[src/rtl/pump_array_ctrl_pkg.sv]
// Shared types and constants for the pump array controller: channel FSM
// state encoding, register map and register reset values.
package pump_array_ctrl_pkg;

  // Per-channel FSM states. The encoding is visible on the debug state port.
  typedef enum logic [2:0] {
    ST_OFF      = 3'd0,
    ST_ON_HOLD  = 3'd1,
    ST_ON       = 3'd2,
    ST_OFF_HOLD = 3'd3,
    ST_FAULT    = 3'd4
  } chan_state_t;

  // Register map (2-bit address space, every address populated).
  localparam logic [1:0] ADDR_REQ    = 2'd0;
  localparam logic [1:0] ADDR_STATUS = 2'd1;
  localparam logic [1:0] ADDR_FAULT  = 2'd2;
  localparam logic [1:0] ADDR_ENABLE = 2'd3;

  // Register reset values, before truncation to the channel count.
  localparam logic [7:0] REQ_RST    = 8'h00;
  localparam logic [7:0] FAULT_RST  = 8'h00;
  localparam logic [7:0] ENABLE_RST = 8'hFF;
  localparam logic [7:0] DOUT_RST   = 8'h00;

  // Keeps only the low n bits of a register byte; the upper bits read as 0.
  function automatic logic [7:0] low_bits(input logic [7:0] v, input int n);
    logic [7:0] mask;
    mask = 8'h00;
    for (int b = 0; b < 8; b++) begin
      if (b < n) mask[b] = 1'b1;
    end
    return v & mask;
  endfunction

endpackage

[src/rtl/pump_array_ctrl_if.sv]
// Peripheral bus interface for the pump array controller.
//
// Bus semantics: write and read are single-cycle strobes sampled on the
// rising clock edge; there is no back-pressure, so every strobe is accepted
// on the edge that samples it. A write updates the addressed register on
// that edge. A read captures the addressed register into dataOut on that
// edge; dataOut then holds until the next read. When read and write hit
// the same edge, the write lands and dataOut carries the pre-write value.
interface pump_array_ctrl_if;
  logic       write;
  logic       read;
  logic [1:0] address;
  logic [7:0] dataIn;
  logic [7:0] dataOut;

  modport master (
    output write,
    output read,
    output address,
    output dataIn,
    input  dataOut
  );

  modport slave (
    input  write,
    input  read,
    input  address,
    input  dataIn,
    output dataOut
  );
endinterface

[src/rtl/pump_array_ctrl_channel.sv]
// One pump channel: hold-time FSM with a shared hold/run counter and a
// run watchdog. The counter restarts on entry to ON_HOLD and keeps counting
// through ON, so it measures both the min-on time and the total run time.
// At the end of a hold period the FSM moves straight to the state the
// current go level asks for, so a pump that is dropped or re-requested
// during a hold stays on/off for exactly the hold length.
module pump_array_ctrl_channel
  import pump_array_ctrl_pkg::*;
#(
  parameter int MIN_ON_CYC  = 16,
  parameter int MIN_OFF_CYC = 16,
  parameter int MAX_ON_CYC  = 1024,
  parameter int CNT_W       = $clog2(MAX_ON_CYC + 1)
) (
  input  logic        clk,
  input  logic        rst,
  input  logic        go,
  input  logic        fault_clr,
  output logic        on,
  output logic        fault_set,
  output chan_state_t state
);

  localparam logic [CNT_W-1:0] CNT_ONE      = CNT_W'(1);
  localparam logic [CNT_W-1:0] CNT_MAX      = '1;
  localparam logic [CNT_W-1:0] MIN_ON_LAST  = CNT_W'(MIN_ON_CYC - 1);
  localparam logic [CNT_W-1:0] MIN_OFF_LAST = CNT_W'(MIN_OFF_CYC - 1);
  localparam logic [CNT_W-1:0] RUN_LAST     = CNT_W'(MAX_ON_CYC - 1);

  logic [CNT_W-1:0] cnt;
  logic [CNT_W-1:0] cnt_inc;
  logic             running;
  logic             watchdog;

  // Saturating increment so the counter can never wrap.
  assign cnt_inc  = (cnt == CNT_MAX) ? cnt : cnt + CNT_ONE;
  assign running  = (state == ST_ON_HOLD) || (state == ST_ON);
  assign watchdog = running && (cnt == RUN_LAST);

  // Raised in the cycle the FSM is about to enter FAULT, so the top can set
  // the fault flag on the same edge.
  assign fault_set = watchdog;

  // Channel FSM with registered pump drive.
  always_ff @(posedge clk) begin
    if (rst) begin
      state <= ST_OFF;
      cnt   <= '0;
      on    <= 1'b0;
    end else begin
      case (state)
        ST_OFF: begin
          if (go) begin
            state <= ST_ON_HOLD;
            cnt   <= '0;
            on    <= 1'b1;
          end
        end
        ST_ON_HOLD: begin
          if (watchdog) begin
            state <= ST_FAULT;
            cnt   <= '0;
            on    <= 1'b0;
          end else if (cnt == MIN_ON_LAST) begin
            if (go) begin
              state <= ST_ON;
              cnt   <= cnt_inc;
            end else begin
              state <= ST_OFF_HOLD;
              cnt   <= '0;
              on    <= 1'b0;
            end
          end else begin
            cnt <= cnt_inc;
          end
        end
        ST_ON: begin
          // Watchdog expiry takes priority over a simultaneous stop.
          if (watchdog) begin
            state <= ST_FAULT;
            cnt   <= '0;
            on    <= 1'b0;
          end else if (!go) begin
            state <= ST_OFF_HOLD;
            cnt   <= '0;
            on    <= 1'b0;
          end else begin
            cnt <= cnt_inc;
          end
        end
        ST_OFF_HOLD: begin
          if (cnt == MIN_OFF_LAST) begin
            if (go) begin
              state <= ST_ON_HOLD;
              cnt   <= '0;
              on    <= 1'b1;
            end else begin
              state <= ST_OFF;
              cnt   <= '0;
            end
          end else begin
            cnt <= cnt_inc;
          end
        end
        ST_FAULT: begin
          if (fault_clr) begin
            state <= ST_OFF_HOLD;
            cnt   <= '0;
          end
        end
        default: begin
          state <= ST_OFF;
          cnt   <= '0;
          on    <= 1'b0;
        end
      endcase
    end
  end

endmodule

[src/rtl/pump_array_ctrl.sv]
// Register-mapped controller for an array of pump actuators. Holds the
// REQ / FAULT / ENABLE registers, the registered read mux and the fault
// interrupt, and instantiates one hold-time FSM per channel.
module pump_array_ctrl
  import pump_array_ctrl_pkg::*;
#(
  parameter int NUM_PUMPS   = 4,
  parameter int MIN_ON_CYC  = 16,
  parameter int MIN_OFF_CYC = 16,
  parameter int MAX_ON_CYC  = 1024,
  parameter int CNT_W       = $clog2(MAX_ON_CYC + 1)
) (
  input  logic                      clk,
  input  logic                      rst,
  pump_array_ctrl_if.slave          bus,
  output logic [NUM_PUMPS-1:0]      pump_activated,
  output logic                      fault_irq,
  output logic [NUM_PUMPS-1:0][2:0] chan_state
);

  logic [NUM_PUMPS-1:0] req_q;
  logic [NUM_PUMPS-1:0] fault_q;
  logic [NUM_PUMPS-1:0] enable_q;
  logic [NUM_PUMPS-1:0] wdata;
  logic [NUM_PUMPS-1:0] fault_clr_mask;
  logic [NUM_PUMPS-1:0] go;
  logic [NUM_PUMPS-1:0] on_vec;
  logic [NUM_PUMPS-1:0] fault_set_vec;
  logic [7:0]           rd_val;

  assign wdata          = bus.dataIn[NUM_PUMPS-1:0];
  assign fault_clr_mask = (bus.write && bus.address == ADDR_FAULT) ? wdata : '0;
  assign go             = req_q & enable_q;

  // Channel drive comes straight from each FSM's registered output.
  assign pump_activated = on_vec;

  // Register file: REQ/ENABLE plain RW, FAULT is W1C with set beating clear.
  always_ff @(posedge clk) begin
    if (rst) begin
      req_q    <= REQ_RST[NUM_PUMPS-1:0];
      fault_q  <= FAULT_RST[NUM_PUMPS-1:0];
      enable_q <= ENABLE_RST[NUM_PUMPS-1:0];
    end else begin
      if (bus.write && bus.address == ADDR_REQ)    req_q    <= wdata;
      if (bus.write && bus.address == ADDR_ENABLE) enable_q <= wdata;
      fault_q <= (fault_q & ~fault_clr_mask) | fault_set_vec;
    end
  end

  // Read mux over the pre-write register values; unused bits read as 0.
  always_comb begin
    rd_val = 8'h00;
    case (bus.address)
      ADDR_REQ:    rd_val[NUM_PUMPS-1:0] = req_q;
      ADDR_STATUS: rd_val[NUM_PUMPS-1:0] = on_vec;
      ADDR_FAULT:  rd_val[NUM_PUMPS-1:0] = fault_q;
      ADDR_ENABLE: rd_val[NUM_PUMPS-1:0] = enable_q;
      default:     rd_val = 8'h00;
    endcase
    rd_val = low_bits(rd_val, NUM_PUMPS);
  end

  // Registered read data, held until the next read strobe.
  always_ff @(posedge clk) begin
    if (rst) begin
      bus.dataOut <= DOUT_RST;
    end else if (bus.read) begin
      bus.dataOut <= rd_val;
    end
  end

  // Interrupt tracks the OR of the fault flags one cycle later.
  always_ff @(posedge clk) begin
    if (rst) begin
      fault_irq <= 1'b0;
    end else begin
      fault_irq <= |fault_q;
    end
  end

  for (genvar i = 0; i < NUM_PUMPS; i++) begin : g_chan
    chan_state_t ch_state;

    pump_array_ctrl_channel #(
      .MIN_ON_CYC  (MIN_ON_CYC),
      .MIN_OFF_CYC (MIN_OFF_CYC),
      .MAX_ON_CYC  (MAX_ON_CYC),
      .CNT_W       (CNT_W)
    ) u_chan (
      .clk       (clk),
      .rst       (rst),
      .go        (go[i]),
      .fault_clr (~fault_q[i]),
      .on        (on_vec[i]),
      .fault_set (fault_set_vec[i]),
      .state     (ch_state)
    );

    assign chan_state[i] = ch_state;
  end

endmodule

[src/flat_wrapper.sv]
// flat-port wrapper written by rule: the top's interface ports become plain ports
module pump_array_ctrl_flat import pump_array_ctrl_pkg::*;
#(
  parameter int NUM_PUMPS   = 4,
  parameter int MIN_ON_CYC  = 16,
  parameter int MIN_OFF_CYC = 16,
  parameter int MAX_ON_CYC  = 1024,
  parameter int CNT_W       = $clog2(MAX_ON_CYC + 1)
)
  (clk, rst, pump_activated, fault_irq, chan_state, bus_write, bus_read, bus_address, bus_dataIn, bus_dataOut);
  pump_array_ctrl_if bus_i ();
  input  logic clk;
  input  logic rst;
  output logic [NUM_PUMPS-1:0] pump_activated;
  output logic fault_irq;
  output logic [NUM_PUMPS-1:0][2:0] chan_state;
  input wire logic [$bits(bus_i.write)-1:0] bus_write;
  input wire logic [$bits(bus_i.read)-1:0] bus_read;
  input wire logic [$bits(bus_i.address)-1:0] bus_address;
  input wire logic [$bits(bus_i.dataIn)-1:0] bus_dataIn;
  output wire logic [$bits(bus_i.dataOut)-1:0] bus_dataOut;
  assign bus_i.write = bus_write;
  assign bus_i.read = bus_read;
  assign bus_i.address = bus_address;
  assign bus_i.dataIn = bus_dataIn;
  assign bus_dataOut = bus_i.dataOut;
  pump_array_ctrl #(.NUM_PUMPS(NUM_PUMPS), .MIN_ON_CYC(MIN_ON_CYC), .MIN_OFF_CYC(MIN_OFF_CYC), .MAX_ON_CYC(MAX_ON_CYC), .CNT_W(CNT_W)) u_core (.clk(clk), .rst(rst), .bus(bus_i), .pump_activated(pump_activated), .fault_irq(fault_irq), .chan_state(chan_state));
endmodule
[config.mk]
export PLATFORM = sky130hd
export DESIGN_NAME = pump_array_ctrl_flat
export DESIGN_NICKNAME = d
export VERILOG_FILES = /design/src/rtl/pump_array_ctrl_pkg.sv /design/src/rtl/pump_array_ctrl_if.sv /design/src/rtl/pump_array_ctrl_channel.sv /design/src/rtl/pump_array_ctrl.sv /design/src/flat_wrapper.sv
export SDC_FILE = /design/constraint.sdc
export NUM_CORES = 1
export LEC_CHECK = 0
export ABC_AREA = 0
export CELL_PAD_IN_SITES_DETAIL_PLACEMENT = 2
export CELL_PAD_IN_SITES_GLOBAL_PLACEMENT = 2
export CORE_MARGIN = 1.5
export CORE_UTILIZATION = 30
export CTS_CLUSTER_SIZE = 16
export DETAILED_ROUTE_END_ITERATION = 16
export GPL_TIMING_DRIVEN = 0
export PLACE_DENSITY = 0.71
export SLEW_MARGIN = 10
export SYNTH_ARGS = -nofsm -noshare
export SYNTH_HDL_FRONTEND = slang
export SYNTH_SLANG_ARGS = --single-unit
[constraint.sdc]
create_clock -name clk -period 3.74 [get_ports clk]
set_clock_uncertainty 0.1 [all_clocks]
set_input_delay 0.561 -clock clk [delete_from_list [all_inputs] [get_ports clk]]
set_output_delay 0.561 -clock clk [all_outputs]
set_load 0.01 [all_outputs]
==> qor.tcl <==
set qor(status) {complete, but fails checks}
set qor(failed_checks) {design-rule violations}
set qor(startpoint_type) {input pin}
set qor(initial_core_util_pct) 31.0
set qor(maxCapViolations) 0
set qor(synthCells) 571
set qor(seqCellArea_um2) 1540
set qor(synth_adder_area_share_pct) 1.10
set qor(worstReg2RegEnd) {u_core.g_chan[3].u_chan.cnt[8]$_SDFFE_PP0P_}
set qor(tns_ns) 0
set qor(lkg_pwr_nw) 2.01
set qor(flow.area_growth_from_synthesis_pct) 17.4
set qor(arrival_ns) 3.01
set qor(global_route.overflow_total) 0
set qor(groute.usage.overall_pct) 19.2
set qor(final_design_area_no_fill_um2) 5330
set qor(synth.distinct_cells) 71
set qor(floorplan.rows) 44
set qor(route.antenna.remaining_nets) 0
set qor(final_util_pct) 36.4
set qor(cts_setup_buffers) 0
set qor(tritoncts_num_sinks) 77
set qor(dieWidth_um) 126
set qor(post_route_cells_drive_above_1_share_pct) 9.58
set qor(first_global_vias) 4893
set qor(post_drt_wl_per_cell_um) 18.2
set qor(postCtsResizedCells) 0
set qor(synth.mux.area_fraction_pct) 4.19
set qor(crit_path_frequent_cell) {clkbuf_1}
set qor(power_switching_share_pct) 31.9
set qor(synthTopCellsByArea) {dfxtp_1, nor2_1, nand2_1, a21oi_1, nand3_1}
set qor(slew_violations) 0
set qor(drt-initial-drc-count) 255
set qor(ir_drop_uv) 222
set qor(asyncSetResetFlopFracSynth_pct) 0
set qor(floorplan.core_area_um2) 14600
set qor(worstPathCellList) {clkdlybuf4s50_1 > clkbuf_1 > clkbuf_1 > buf_1 > a21oi_1}
set qor(internal_power_mw) 1.62
set qor(drt_wl_total_um) 14600
set qor(cts.htree.levels) 3
set qor(layout.nets) 630
set qor(cts_root_buf) {clkbuf_16}
set qor(antenna_found_initial) 0
set qor(clk_latency_ns) 0.34
set qor(clock_tree_from_tritoncts) {built}
set qor(comb_power_share_pct) 26.1
set qor(synth_compound_gate_area_share_pct) 23.6
set qor(pwr-share-seq_pct) 37.9
set qor(reg2reg_from) {u_core.g_chan[3].u_chan.cnt[0]$_SDFFE_PP0P_}
set qor(endpoint_with_the_worst_hold_slack) {u_core.g_chan[1].u_chan.cnt[1]$_SDFFE_PP0P_}
set qor(tightestPinTransition_ns) 0.909
set qor(synth_area_per_cell_um2) 7.95
set qor(worst_ep_required_time_ns) 3.84
set qor(synth_top_cell_area_share_pct) 33.9
set qor(dominant_synthesized_flop_cell) {dfxtp_1}
set qor(biggest_area_consumer_among_synthesized_cells) {dfxtp_1}
set qor(synth_enable_flop_cells) 0
set qor(fillCellCount) 1680
set qor(reg2reg_slack_ns) 1.38
set qor(synth_simple_gate_area_share_pct) 28.7
set qor(sequential_fraction_of_the_synthesis_area_pct) 33.9
set qor(worstHoldStart) {u_core.g_chan[1].u_chan.cnt[1]$_SDFFE_PP0P_}
set qor(hold_path_depth) 1
set qor(post_synth_xor_area_fraction_pct) 2.70
set qor(finalWorstPathRequiredPeriod_ns) 2.91
set qor(p_per_area_nw_per_um2) 445
set qor(drc_errors) 3
set qor(multi_input_area_um2) 2750
set qor(via_count) 4473
set qor(cts_buffers) 9
set qor(rr_worst_depth) 7
set qor(detailed_place_hpwl_um) 10600
set qor(crit_path_top_delay_cell) {clkdlybuf4s50_1}
set qor(power.clock.fraction_pct) 36.0
set qor(postSynthRegisterBits) 77
set qor(synth_warnings) 0
set qor(worstSetupPathType) {in -> reg}
set qor(fp.dieArea_um2) 15900
set qor(cts.reportedPaths.clkPinSlew_ns) 0.06
set qor(hold_path.class) {reg -> reg}
set qor(detail_route.first_pass.iterations) 10
set qor(number_of_setup_violations_in_the_final_report) 0
set qor(cts_hold_repair.buffers) 0
set qor(post-route-period-util_pct) 77.7
set qor(dominant_combinational_cell_family_by_area_after_synthesis) {simple AND/OR/NAND/NOR gates}
set qor(worstSetupStartpoint) {rst}
set qor(place_ws_ns) 0.314
set qor(cts-root-to-sink-buffers) 2
set qor(placed_cell_area_um2) 5050
set qor(grt_setup_unrepaired) {no}
set qor(port-buffer-count) 27
set qor(grt_first_pass_wirelength_um) 24800
set qor(post_drt_via_cell_ratio) 5.59
set qor(final_hold_viol_count) 0
set qor(dieHeight_um) 126
set qor(diodes) 0
set qor(num_io_pins) 39
set qor(net-switching-power_uw) 757
set qor(worst-path-max-fanout) 10
set qor(syn-cell-area_um2) 4540
set qor(pin_count_of_the_biggest_net_entering_global_routing) 12
set qor(cpPeakStageDelay_ns) 0.62
set qor(fmax_mhz) 344
set qor(timing.final.ws_setup_ns) 0.834
set qor(slew_headroom_pct) 39.3
set qor(setup.worst_path.end_class) {flip-flop}
set qor(gp_congestion) 0.831
[cell usage in the layout, fill, tap and decap left out, types with 7 or more instances in the layout]
master / synthesis / routed
and3_1: 14 / 14
inv_1: 18 / 18
a31oi_1: 14 / 14
nor2b_1: 8 / 8
buf_2: 7 / 7
buf_4: 11 / 11
xor2_1: 9 / 9
clkbuf_16: 0 / 9
nand4_1: 10 / 10
nand2b_1: 10 / 10
a21oi_1: 39 / 39
o21ai_0: 34 / 34
nand2_1: 58 / 58
dfxtp_1: 77 / 77
clkbuf_1: 11 / 13
mux2i_1: 10 / 10
a21o_1: 8 / 8
clkdlybuf4s50_1: 0 / 27
nand3_1: 36 / 36
o211ai_1: 10 / 10
nor3_1: 17 / 17
a22o_1: 7 / 7
nor2_1: 59 / 59
[layout make-up]
cell class                      count  share of cell area (%)
Inverter                           18                    1.27
Multi-Input combinational cell    445                    51.6
Timing Repair Buffer               27                    5.07
Sequential cell                    77                    28.9
Buffer                             34                    3.61
Clock buffer                       14                    5.14
Tap cell                          184                    4.32
Clock inverter                      1                  0.0939
[sequential cells by signal, summed over array words and instances, names as in the netlist]
signal	flops
u_core.g_chan.u_chan.on	4
u_core.req_q	4
u_core.fault_q	4
u_core.enable_q	4
u_core.g_chan.u_chan.state	12
u_core.bus.dataOut	4
u_core.g_chan.u_chan.cnt	44
u_core.fault_irq	1
[synth_stat cells (8+ instances only)]
master and n:
a21oi_1 39, nand4_1 10, nand3_1 36, nor2b_1 8
mux2i_1 10, a21o_1 8, dfxtp_1 77, nor3_1 17
nand2b_1 10, o21ai_0 34, buf_4 11, a31oi_1 14
xor2_1 9, nor2_1 59, clkbuf_1 11, and3_1 14
nand2_1 58, inv_1 18, o211ai_1 10
[power by group through the flow]
| stage | combinational [mW] | sequential [mW] | clock (mW) |
|---|---|---|---|
| floorplan | 0.424 | 0.917 | 0 |
| global placement | 0.595 | 0.917 | 0 |
| detailed placement | 0.619 | 0.920 | 0 |
| CTS | 0.629 | 0.901 | 0.881 |
| global route | 0.692 | 0.909 | 0.907 |
| finish | 0.620 | 0.900 | 0.855 |
[worst max-delay path by stage]
stage	to	slack [ns]	cells after the start
finish	u_core.g_chan[1].u_chan.state[1]$_SDFFE_PP0P_	0.83	5
global route	u_core.g_chan[1].u_chan.cnt[10]$_SDFFE_PP0P_	0.61	5
CTS	u_core.g_chan[3].u_chan.state[0]$_SDFFE_PP0P_	0.67	5
detailed placement	u_core.g_chan[3].u_chan.state[0]$_SDFFE_PP0P_	0.31	5
global placement	u_core.g_chan[2].u_chan.state[0]$_SDFFE_PP0P_	0.37	5
floorplan	u_core.g_chan[0].u_chan.state[1]$_SDFFE_PP0P_	1.80	8
[cell families after synthesis]
group           Yosys count
other cells               1
xor+xnor                 14
fa+ha+maj                 4
compound gates          159
buf+inv                  52
simple gates            250
flops                    77
mux                      14
[critical path: cells and delay by family]
kind / cells / cell delay [ns]
compound gates: 1 / 0.10
buf+inv: 4 / 2.33
[through the flow]
| step | hold WS [ns] | std cells | power [mW] |
|---|---|---|---|
| final | 0.402 | 800 | 2.37 |
| after global routing | 0.450 | 800 | 2.51 |
| after CTS | 0.402 | 800 | 2.41 |
| after detailed placement | 0.387 | 785 | 1.54 |
| after global placement | 0.376 | 785 | 1.51 |
| after floorplan | 0.360 | 574 | 1.34 |
[per-layer routing]
metal | part of all wire (%) | GRT usage (%) | up-vias | routed length [um]
met2 | 50 | 34.1 | 40 | 7360
met5 | 0 | 0 | - | 0
met1 | 47 | 24.2 | 2258 | 6820
met3 | 1.7 | 2.38 | 10 | 250
li1 | - | - | 2165 | -
met4 | 1.2 | 6.36 | 0 | 171
Note: power is estimated with default switching activity, not from simulation.
